==> src/rtl/mem_access_seq_if.sv <==
// mem_access_seq_if: EX request, data-cache handshake and write-back bundle for the MA sequencer
interface mem_access_seq_if;
  logic        exMemLoad;
  logic        exMemStore;
  logic [31:0] exMemAddr;
  logic [31:0] exMemData;
  logic [1:0]  exMemSize;
  logic        exSignExt;
  logic [6:0]  exLoadRegId;
  logic        stall;
  logic [31:0] dcAddr;
  logic [31:0] dcDataOut;
  logic [1:0]  dcSize;
  logic        dcOE;
  logic        dcWE;
  logic [31:0] dcDataIn;
  logic [1:0]  dcOK;
  logic [6:0]  wbRegId;
  logic [31:0] wbRegVal;
  logic        wbValid;
  logic        fault;
  modport master (
    input  exMemLoad, exMemStore, exMemAddr, exMemData, exMemSize, exSignExt, exLoadRegId,
    input  dcDataIn, dcOK,
    output stall, dcAddr, dcDataOut, dcSize, dcOE, dcWE,
    output wbRegId, wbRegVal, wbValid, fault
  );
  modport slave (
    output exMemLoad, exMemStore, exMemAddr, exMemData, exMemSize, exSignExt, exLoadRegId,
    output dcDataIn, dcOK,
    input  stall, dcAddr, dcDataOut, dcSize, dcOE, dcWE,
    input  wbRegId, wbRegVal, wbValid, fault
  );
endinterface

==> src/rtl/mem_access_seq.sv <==
// mem_access_seq: memory-access stage sequencer driving one cache access per EX load/store
module mem_access_seq #(
  parameter int         TIMEOUT  = 255,
  parameter logic [6:0] UREG_ZZR = 7'h3F
) (
  input logic            clock,
  input logic            reset,
  mem_access_seq_if.master bus
);
  typedef enum logic [1:0] {IDLE, BUSY, DONE, FLT} stateT;
  stateT       state, stateNxt;
  logic [7:0]  cnt, cntNxt;
  logic [1:0]  lSize, lSizeNxt;
  logic        lSignExt, lSignExtNxt;
  logic [6:0]  lRegId, lRegIdNxt;
  logic        lStore, lStoreNxt;
  logic        oeNxt, weNxt, wbValidNxt, faultNxt;
  logic [31:0] addrNxt, dataNxt, wbRegValNxt, ldVal;
  logic [1:0]  sizeNxt;
  logic [6:0]  wbRegIdNxt;
  logic        req, bad;
  assign req = bus.exMemLoad | bus.exMemStore;
  assign bad = (bus.exMemLoad & bus.exMemStore) || bus.exMemSize == 2'd3 ||
               (bus.exMemSize == 2'd1 && bus.exMemAddr[0]) ||
               (bus.exMemSize == 2'd2 && bus.exMemAddr[1:0] != 2'b00);
  assign ldVal = lSize == 2'd0 ? {{24{lSignExt & bus.dcDataIn[7]}}, bus.dcDataIn[7:0]} :
                 lSize == 2'd1 ? {{16{lSignExt & bus.dcDataIn[15]}}, bus.dcDataIn[15:0]} :
                 bus.dcDataIn;
  assign bus.stall = !reset && ((state == IDLE && req) || state == BUSY);
  // next-state and next values of every registered output; DONE/FLT always fall back to IDLE
  always_comb begin
    stateNxt = state;
    cntNxt = '0;
    lSizeNxt = lSize;
    lSignExtNxt = lSignExt;
    lRegIdNxt = lRegId;
    lStoreNxt = lStore;
    oeNxt = bus.dcOE;
    weNxt = bus.dcWE;
    addrNxt = bus.dcAddr;
    dataNxt = bus.dcDataOut;
    sizeNxt = bus.dcSize;
    wbValidNxt = 1'b0;
    wbRegIdNxt = UREG_ZZR;
    wbRegValNxt = '0;
    faultNxt = 1'b0;
    case (state)
      IDLE: if (req) begin
        lSizeNxt = bus.exMemSize;
        lSignExtNxt = bus.exSignExt;
        lRegIdNxt = bus.exLoadRegId;
        lStoreNxt = bus.exMemStore;
        stateNxt = bad ? FLT : BUSY;
        faultNxt = bad;
        if (!bad) begin
          addrNxt = bus.exMemAddr;
          dataNxt = bus.exMemData;
          sizeNxt = bus.exMemSize;
          oeNxt = bus.exMemLoad;
          weNxt = bus.exMemStore;
        end
      end
      BUSY: if (bus.dcOK == 2'd1) begin
        stateNxt = DONE;
        oeNxt = 1'b0;
        weNxt = 1'b0;
        wbValidNxt = !lStore;
        wbRegIdNxt = lStore ? UREG_ZZR : lRegId;
        wbRegValNxt = lStore ? '0 : ldVal;
      end else if (bus.dcOK == 2'd3 || cnt == 8'(TIMEOUT - 1)) begin
        stateNxt = FLT;
        oeNxt = 1'b0;
        weNxt = 1'b0;
        faultNxt = 1'b1;
      end else cntNxt = cnt + 8'd1;
      default: stateNxt = IDLE;
    endcase
  end
  // state, latched request and registered outputs
  always_ff @(posedge clock) begin
    if (reset) begin
      state <= IDLE;
      cnt <= '0;
      lSize <= '0;
      lSignExt <= 1'b0;
      lRegId <= UREG_ZZR;
      lStore <= 1'b0;
      bus.dcOE <= 1'b0;
      bus.dcWE <= 1'b0;
      bus.dcAddr <= '0;
      bus.dcDataOut <= '0;
      bus.dcSize <= '0;
      bus.wbValid <= 1'b0;
      bus.wbRegId <= UREG_ZZR;
      bus.wbRegVal <= '0;
      bus.fault <= 1'b0;
    end else begin
      state <= stateNxt;
      cnt <= cntNxt;
      lSize <= lSizeNxt;
      lSignExt <= lSignExtNxt;
      lRegId <= lRegIdNxt;
      lStore <= lStoreNxt;
      bus.dcOE <= oeNxt;
      bus.dcWE <= weNxt;
      bus.dcAddr <= addrNxt;
      bus.dcDataOut <= dataNxt;
      bus.dcSize <= sizeNxt;
      bus.wbValid <= wbValidNxt;
      bus.wbRegId <= wbRegIdNxt;
      bus.wbRegVal <= wbRegValNxt;
      bus.fault <= faultNxt;
    end
  end
endmodule

==> src/flat_wrapper.sv <==
// flat-port wrapper written by rule: the top's interface ports become plain ports
module mem_access_seq_flat 
#(
  parameter int         TIMEOUT  = 255,
  parameter logic [6:0] UREG_ZZR = 7'h3F
)
  (clock, reset, bus_exMemLoad, bus_exMemStore, bus_exMemAddr, bus_exMemData, bus_exMemSize, bus_exSignExt, bus_exLoadRegId, bus_dcDataIn, bus_dcOK, bus_stall, bus_dcAddr, bus_dcDataOut, bus_dcSize, bus_dcOE, bus_dcWE, bus_wbRegId, bus_wbRegVal, bus_wbValid, bus_fault);
  mem_access_seq_if bus_i ();
  input logic clock;
  input logic reset;
  input wire logic [$bits(bus_i.exMemLoad)-1:0] bus_exMemLoad;
  input wire logic [$bits(bus_i.exMemStore)-1:0] bus_exMemStore;
  input wire logic [$bits(bus_i.exMemAddr)-1:0] bus_exMemAddr;
  input wire logic [$bits(bus_i.exMemData)-1:0] bus_exMemData;
  input wire logic [$bits(bus_i.exMemSize)-1:0] bus_exMemSize;
  input wire logic [$bits(bus_i.exSignExt)-1:0] bus_exSignExt;
  input wire logic [$bits(bus_i.exLoadRegId)-1:0] bus_exLoadRegId;
  input wire logic [$bits(bus_i.dcDataIn)-1:0] bus_dcDataIn;
  input wire logic [$bits(bus_i.dcOK)-1:0] bus_dcOK;
  output wire logic [$bits(bus_i.stall)-1:0] bus_stall;
  output wire logic [$bits(bus_i.dcAddr)-1:0] bus_dcAddr;
  output wire logic [$bits(bus_i.dcDataOut)-1:0] bus_dcDataOut;
  output wire logic [$bits(bus_i.dcSize)-1:0] bus_dcSize;
  output wire logic [$bits(bus_i.dcOE)-1:0] bus_dcOE;
  output wire logic [$bits(bus_i.dcWE)-1:0] bus_dcWE;
  output wire logic [$bits(bus_i.wbRegId)-1:0] bus_wbRegId;
  output wire logic [$bits(bus_i.wbRegVal)-1:0] bus_wbRegVal;
  output wire logic [$bits(bus_i.wbValid)-1:0] bus_wbValid;
  output wire logic [$bits(bus_i.fault)-1:0] bus_fault;
  assign bus_i.exMemLoad = bus_exMemLoad;
  assign bus_i.exMemStore = bus_exMemStore;
  assign bus_i.exMemAddr = bus_exMemAddr;
  assign bus_i.exMemData = bus_exMemData;
  assign bus_i.exMemSize = bus_exMemSize;
  assign bus_i.exSignExt = bus_exSignExt;
  assign bus_i.exLoadRegId = bus_exLoadRegId;
  assign bus_i.dcDataIn = bus_dcDataIn;
  assign bus_i.dcOK = bus_dcOK;
  assign bus_stall = bus_i.stall;
  assign bus_dcAddr = bus_i.dcAddr;
  assign bus_dcDataOut = bus_i.dcDataOut;
  assign bus_dcSize = bus_i.dcSize;
  assign bus_dcOE = bus_i.dcOE;
  assign bus_dcWE = bus_i.dcWE;
  assign bus_wbRegId = bus_i.wbRegId;
  assign bus_wbRegVal = bus_i.wbRegVal;
  assign bus_wbValid = bus_i.wbValid;
  assign bus_fault = bus_i.fault;
  mem_access_seq #(.TIMEOUT(TIMEOUT), .UREG_ZZR(UREG_ZZR)) u_core (.clock(clock), .reset(reset), .bus(bus_i));
endmodule
==> config.mk <==
export PLATFORM = sky130hd
export DESIGN_NAME = mem_access_seq_flat
export DESIGN_NICKNAME = d
export VERILOG_FILES = /design/src/rtl/mem_access_seq_if.sv /design/src/rtl/mem_access_seq.sv /design/src/flat_wrapper.sv
export SDC_FILE = /design/constraint.sdc
export NUM_CORES = 1
export LEC_CHECK = 0
export CELL_PAD_IN_SITES_DETAIL_PLACEMENT = 0
export CELL_PAD_IN_SITES_GLOBAL_PLACEMENT = 2
export CORE_MARGIN = 2
export CORE_UTILIZATION = 24
export CTS_CLUSTER_SIZE = 30
export DETAILED_ROUTE_END_ITERATION = 8
export PLACE_DENSITY_LB_ADDON = 0.12
export SKIP_LAST_GASP = 1
export SYNTH_ARGS = -nofsm -noshare
export SYNTH_HDL_FRONTEND = slang
export SYNTH_SLANG_ARGS = --single-unit
==> constraint.sdc <==
create_clock -name clock -period 2 [get_ports clock]
set_input_delay 0.4 -clock clock [delete_from_list [all_inputs] [get_ports clock]]
set_output_delay 0.4 -clock clock [all_outputs]
set_load 0.02 [all_outputs]
Word level (Yosys, flattened, before mapping) --
Index checks and enable logic that the tools add are counted.
Cells by class: $add $sub $neg 1, $mul 0, divide/modulo/power cells 0, order comparisons 0, equality and inequality tests 11, shift-type cells 0, muxes and demuxes 19, bitwise operators 7, reductions and logical operators 22
Operator list (count):
- $mux W32 | 2
- $mux W1 | 9
- $add A8 B1 Y8 const B | 1
- $eq A2 B1 Y1 const B | 4
- $eq A8 B8 Y1 const B | 1
- $mux W2 | 4
- $reduce_or A4 Y1 | 2
- $eq A2 B2 Y1 const B | 3
- $pmux W1 S2 | 3
- $logic_or A1 B1 Y1 | 5
- $logic_and A1 B1 Y1 | 4
- $logic_not A2 Y1 | 2
- $pmux W2 S2 | 1
- $reduce_and A2 Y1 | 2
- $reduce_and A4 Y1 | 1
- $reduce_bool A2 Y1 | 2
- $and A1 B1 Y1 | 3
- $ne A3 B3 Y1 const B | 1
- $not A1 Y1 | 3
- $reduce_and A3 Y1 | 1
- $reduce_or A3 Y1 | 1
- $logic_not A1 Y1 | 2
- $ne A2 B1 Y1 const B | 1
- $ne A2 B2 Y1 const B | 1
- $or A1 B1 Y1 | 1
Word-level totals: flip-flop bits (word level) 130, bits in latches 0, RAM bits 0, ROM bits 0, memories 0

Longest topological paths before layout --
Gate-level depths: netlist of the first run.
word-level depth 7, depth in mapped cells 7

Worst setup path before layout of the first run --
OpenSTA, ideal clock, no wires.
path type register to register, start point register u_core.cnt[0], end point register u_core.cnt[2], library setup time 0.066 ns, arrival 1.437 ns, required time 1.934 ns, path slack 0.497 ns, stages on the path, launching flop included 7, clock period less this slack 1.503 ns, cells stage by stage dfxtp_1 inv_1 ha_1 and3_1 a211oi_1 nand2_1 nor2_1
Between the ends: longest elaborated chain between the ends 3, elaborated cells between the ends (all ways) 4, classes of those cells 1 x add/sub; 1 x eq/ne; 2 x reduce/logical
Ends and longest elaborated chain:
- from (decl) | RTL line mem_access_seq.sv:12 | logic [7:0] cnt, cntNxt;
- from (signal assigned) | RTL line mem_access_seq.sv:99 | cnt <= cntNxt;
- branches (longest 3 deep; another with $add A8 B1 Y8)
Several ways; the timed one is not identified. A chain may end at the register's enable or synchronous reset.

Worst setup path in the final report of the first run --
start point input port bus_exMemStore, end point output port bus_stall
Between the ends: longest elaborated chain between the ends 4
Ends and longest elaborated chain:
- from (decl) | RTL line flat_wrapper.sv:12 | input wire logic [$bits(bus_i.exMemStore)-1:0] bus_exMemStore;
- $or A1 B1 Y1 | RTL line mem_access_seq.sv:22 | assign req = bus.exMemLoad | bus.exMemStore;
- $logic_and A1 B1 Y1 | RTL line mem_access_seq.sv:29 | assign bus.stall = !reset && ((state == IDLE && req) || state == BUSY);
- $logic_or A1 B1 Y1 | RTL line mem_access_seq.sv:29
- $logic_and A1 B1 Y1 | RTL line mem_access_seq.sv:29
- to (decl) | RTL line flat_wrapper.sv:20 | output wire logic [$bits(bus_i.stall)-1:0] bus_stall;
No other way between the ends.

==> run_results.csv, run 1 <==
group,metric,value,unit
flow_run,drv_cap,0,
sta,final_max_slew_viol_count,0,
placed_design,placed_area,7794,µm²
worst_setup_path,worstPathMaxFanout,2,
floorplan,die_w,150.9,µm
run_status,status,"completed",
routing,firstDrtPassIters,4,
cts,cts_tree,"yes",
synth,synth-seq-cells,130,
final_layout,diodes,0,
synth,syn_inst,526,
synth,ys_seq_area_frac,0.5024,
global_routing,grt_overflow,0,
worst_setup_path,r2r-start,"u_core.cnt[0]$_SDFF_PP0_",
routing,wl,14.21,mm
sta,setup_viol,0,
sta,finalWorstPathRequiredPeriod,1.849,ns
global_routing,grt_usage,0.1224,
synth,yosysWarnings,0,
cts,cts_buffers,17,
cts,cts.htree.levels,4,
hold_path,hold_path.class,"register to register",
sta,skew,0.008596,ns
routing,vias,4220,
power,power,7.084,mW
floorplan,core,21090,µm²
worst_setup_path,crit_path_end_kind,"output port",
power,p_leak,3.040,nW
synth,synthTopCellsByArea,"dfxtp_1 (50%), nand2b_1 (17%), mux2i_1 (13%)",
cts,cts.sink_count,130,
worst_setup_path,regToRegSetupSlack,0.43,ns
cts,ctsHoldBuffers,0,
floorplan,io_pins,222,
cts,insertion_delay,0.41,ns
synth,synth_top_area_frac,0.5024,
synth,synthTopCellsByCount,"nand2b_1 (140), dfxtp_1 (130), mux2i_1 (68)",
sta,relSlewSlack,0.5529,
global_routing,antenna_found_initial,0,
worst_setup_path,cp_data_required_time,1.60,ns
routing,wl_per_cell,13.63,µm
final_layout,drive_above_1_share,0.08203,
synth,async_reset_ff_frac,0,
floorplan,die_area,22770,µm²
global_routing,grt_pass1_vias,4141,
synth,syn_nets,640,
routing,drc_errors,0,
global_routing,grt_max_degree,146,
synth,synth_area,5180,µm²
routing,ant_nets,0,
worst_setup_path,critPathArrivalTime,1.45,ns
global_routing,grt_pass1_wl,21.59,mm
cts,clk_pin_slew_worst_paths,0.06,ns
final_layout,syn_to_final_growth,62.42,%
worst_setup_path,critical_path_class,"input port to output port",
final_layout,fin_nets,869,
routing,viasPerCell,4.046,
placed_design,place_inst,1011,
cts,clock_path_buffers,2,
hold_path,hold_depth,1,
synth,avgSynthCellArea,9.848,µm²
final_layout,final_cells,1043,
synth,synth_flop_cell,"dfxtp_1",
floorplan,num_rows,53,
sta,hold_violations,0,
synth,ys_types,35,
sta,fmax,0.5409,GHz
power,power_density,842.0,nW/µm²
final_layout,postLayoutCellArea,8413,µm²
floorplan,initial_core_util,0.2456,
placed_design,place_congestion,0.7018,
placed_design,dp_hpwl,10.21,mm
worst_setup_path,start_kind,"input port",
sta,finalCritPeriodShare,0.9244,
final_layout,fillCellCount,2114,
placed_design,port_buffers,221,
synth,synth.most_common_cell,"nand2b_1",
power,ir_drop,0.4886,mV
hold_path,worstHoldStart,"u_core.lRegId[0]$_SDFFE_PP1P_",
floorplan,die_y,150.9,µm
worst_setup_path,rr_worst_depth,6,
sta,grt_setup_unrepaired,"no",
sta,worst_slew_pin_slew,0.6698,ns
synth,synth_largest_area_cell,"dfxtp_1",
synth,synth_edf_count,0,
worst_setup_path,regToRegEndpoint,"u_core.cnt[7]$_SDFF_PP0_",
routing,drt-initial-drc-count,114,
cts,cts_root_buf,"clkbuf_16",
hold_path,worstHoldEndpoint,"u_core.bus.wbRegId[0]$_SDFF_PP1_",
-- worst max-delay path: stages --
cell	delay, ns
clkdlybuf4s50_1	0.41
o31a_1	0.31
dlygate4sd2_1	0.32
-- through the flow --
step | setup slack (ns) | setup TNS, ns | util | hold WS, ns
after detailed placement | -0.06834 | -0.09191 | 0.3696 | 0.4267
after global placement | -0.08267 | -0.08267 | 0.3696 | 0.4214
after CTS | 0.1466 | 0 | 0.3990 | 0.4408
after global routing | 0.09070 | 0 | 0.3990 | 0.4641
final | 0.1513 | 0 | 0.3990 | 0.4351
after floorplan | 0.4968 | 0 | - | 0.4107
-- cells by family after synthesis --
| logic type | count (synthesis) | synth area share |
|---|---|---|
| buffers and inverters | 37 | 0.04276 |
| adders and majority gates | 2 | 0.004830 |
| muxes | 68 | 0.1314 |
| DFF | 130 | 0.5024 |
| and+or+nand+nor | 237 | 0.2589 |
| xor gates and xnor gates | 7 | 0.01184 |
| AOI/OAI and AO/OA | 45 | 0.04783 |
-- power breakdown --
group / internal [mW] / switching (mW)
registers: 2.71 / 0.0756
logic: 0.593 / 0.441
clock network: 2.00 / 1.27
total: 5.30 / 1.78
-- state kept, by name, indices dropped and copies added (netlist names), 2 cells and up --
name	count
u_core.bus.dcDataOut	32
u_core.bus.wbRegId	7
u_core.bus.dcSize	2
u_core.bus.wbRegVal	32
u_core.state	2
u_core.lRegId	7
u_core.bus.dcAddr	32
u_core.cnt	8
u_core.lSize	2
-- repair_timing --
| action | in CTS | in global routing |
|---|---|---|
| setup endpoints to repair | 1 | 0 |
| hold endpoints to repair | 0 | 0 |
| resized for setup | 2 | 0 |
| buffers inserted | 0 | 0 |
-- area by class of cell --
| type | count | area [µm²] | area share |
|---|---|---|---|
| inverters | 3 | 16.27 | 0.001933 |
| clock inverters | 15 | 193.9 | 0.02305 |
| flip-flops and latches | 130 | 2604 | 0.3095 |
| clock buffers | 17 | 425.4 | 0.05057 |
| repair buffers | 244 | 2469 | 0.2934 |
| well taps | 275 | 344.1 | 0.04090 |
| multi-input cells | 359 | 2361 | 0.2806 |
-- placed cells by master (no fill, tap or decap), types with 2 or more instances in the layout --
cell / synthesis / final
a21oi_1: 31 / 31
and2_1: 11 / 11
buf_12: 0 / 7
buf_4: 2 / 17
bufinv_16: 0 / 3
clkbuf_16: 0 / 17
clkdlybuf4s50_1: 0 / 219
clkinv_4: 1 / 3
clkinvlp_4: 0 / 3
dfxtp_1: 130 / 129
ha_1: 2 / 2
inv_1: 2 / 2
inv_6: 0 / 6
mux2i_1: 68 / 68
nand2_1: 52 / 52
nand2b_1: 140 / 140
nand3_1: 3 / 3
nand3b_1: 8 / 8
nor2_1: 10 / 10
nor2_4: 1 / 2
nor2b_1: 3 / 3
nor3_1: 2 / 2
o21a_1: 2 / 2
o21ai_0: 5 / 5
o21ai_1: 2 / 2
xnor2_1: 3 / 3
xor2_1: 4 / 4
-- how the worst max path moves through the flow --
stage                                   from                       end  slack (ns)  cells after the start
floorplan           u_core.cnt[0]$_SDFF_PP0_  u_core.cnt[2]$_SDFF_PP0_        0.50                      6
global placement              bus_exMemStore                 bus_stall       -0.08                      3
CTS                           bus_exMemStore                 bus_stall        0.15                      3
finish                        bus_exMemStore                 bus_stall        0.15                      3
global route                  bus_exMemStore                 bus_stall        0.09                      3
detailed placement            bus_exMemStore                 bus_stall       -0.07                      3
-- routing by layer --
| metal | up-vias | track usage | part of all wire | wire [µm] |
|---|---|---|---|---|
| li1 | 2164 | - | - | - |
| met1 | 1907 | 0.1518 | 0.44 | 6225 |
| met2 | 134 | 0.1920 | 0.46 | 6530 |
| met3 | 15 | 0.04699 | 0.083 | 1184 |
| met4 | 0 | 0.04766 | 0.019 | 272 |
| met5 | - | 0 | 0 | 0 |
(Power assumes the default switching activity.)
==> run 2, diff against run 1 <==
--- a/config.mk
+++ b/config.mk
@@ -13,6 +13,7 @@
 export DETAILED_ROUTE_END_ITERATION = 8
 export PLACE_DENSITY_LB_ADDON = 0.12
 export SKIP_LAST_GASP = 1
+export SLEW_MARGIN = 20
 export SYNTH_ARGS = -nofsm -noshare
 export SYNTH_HDL_FRONTEND = slang
 export SYNTH_SLANG_ARGS = --single-unit
==> results of run 2 <==
No change in the layout: final DEF, timing and power equal those of run 1.
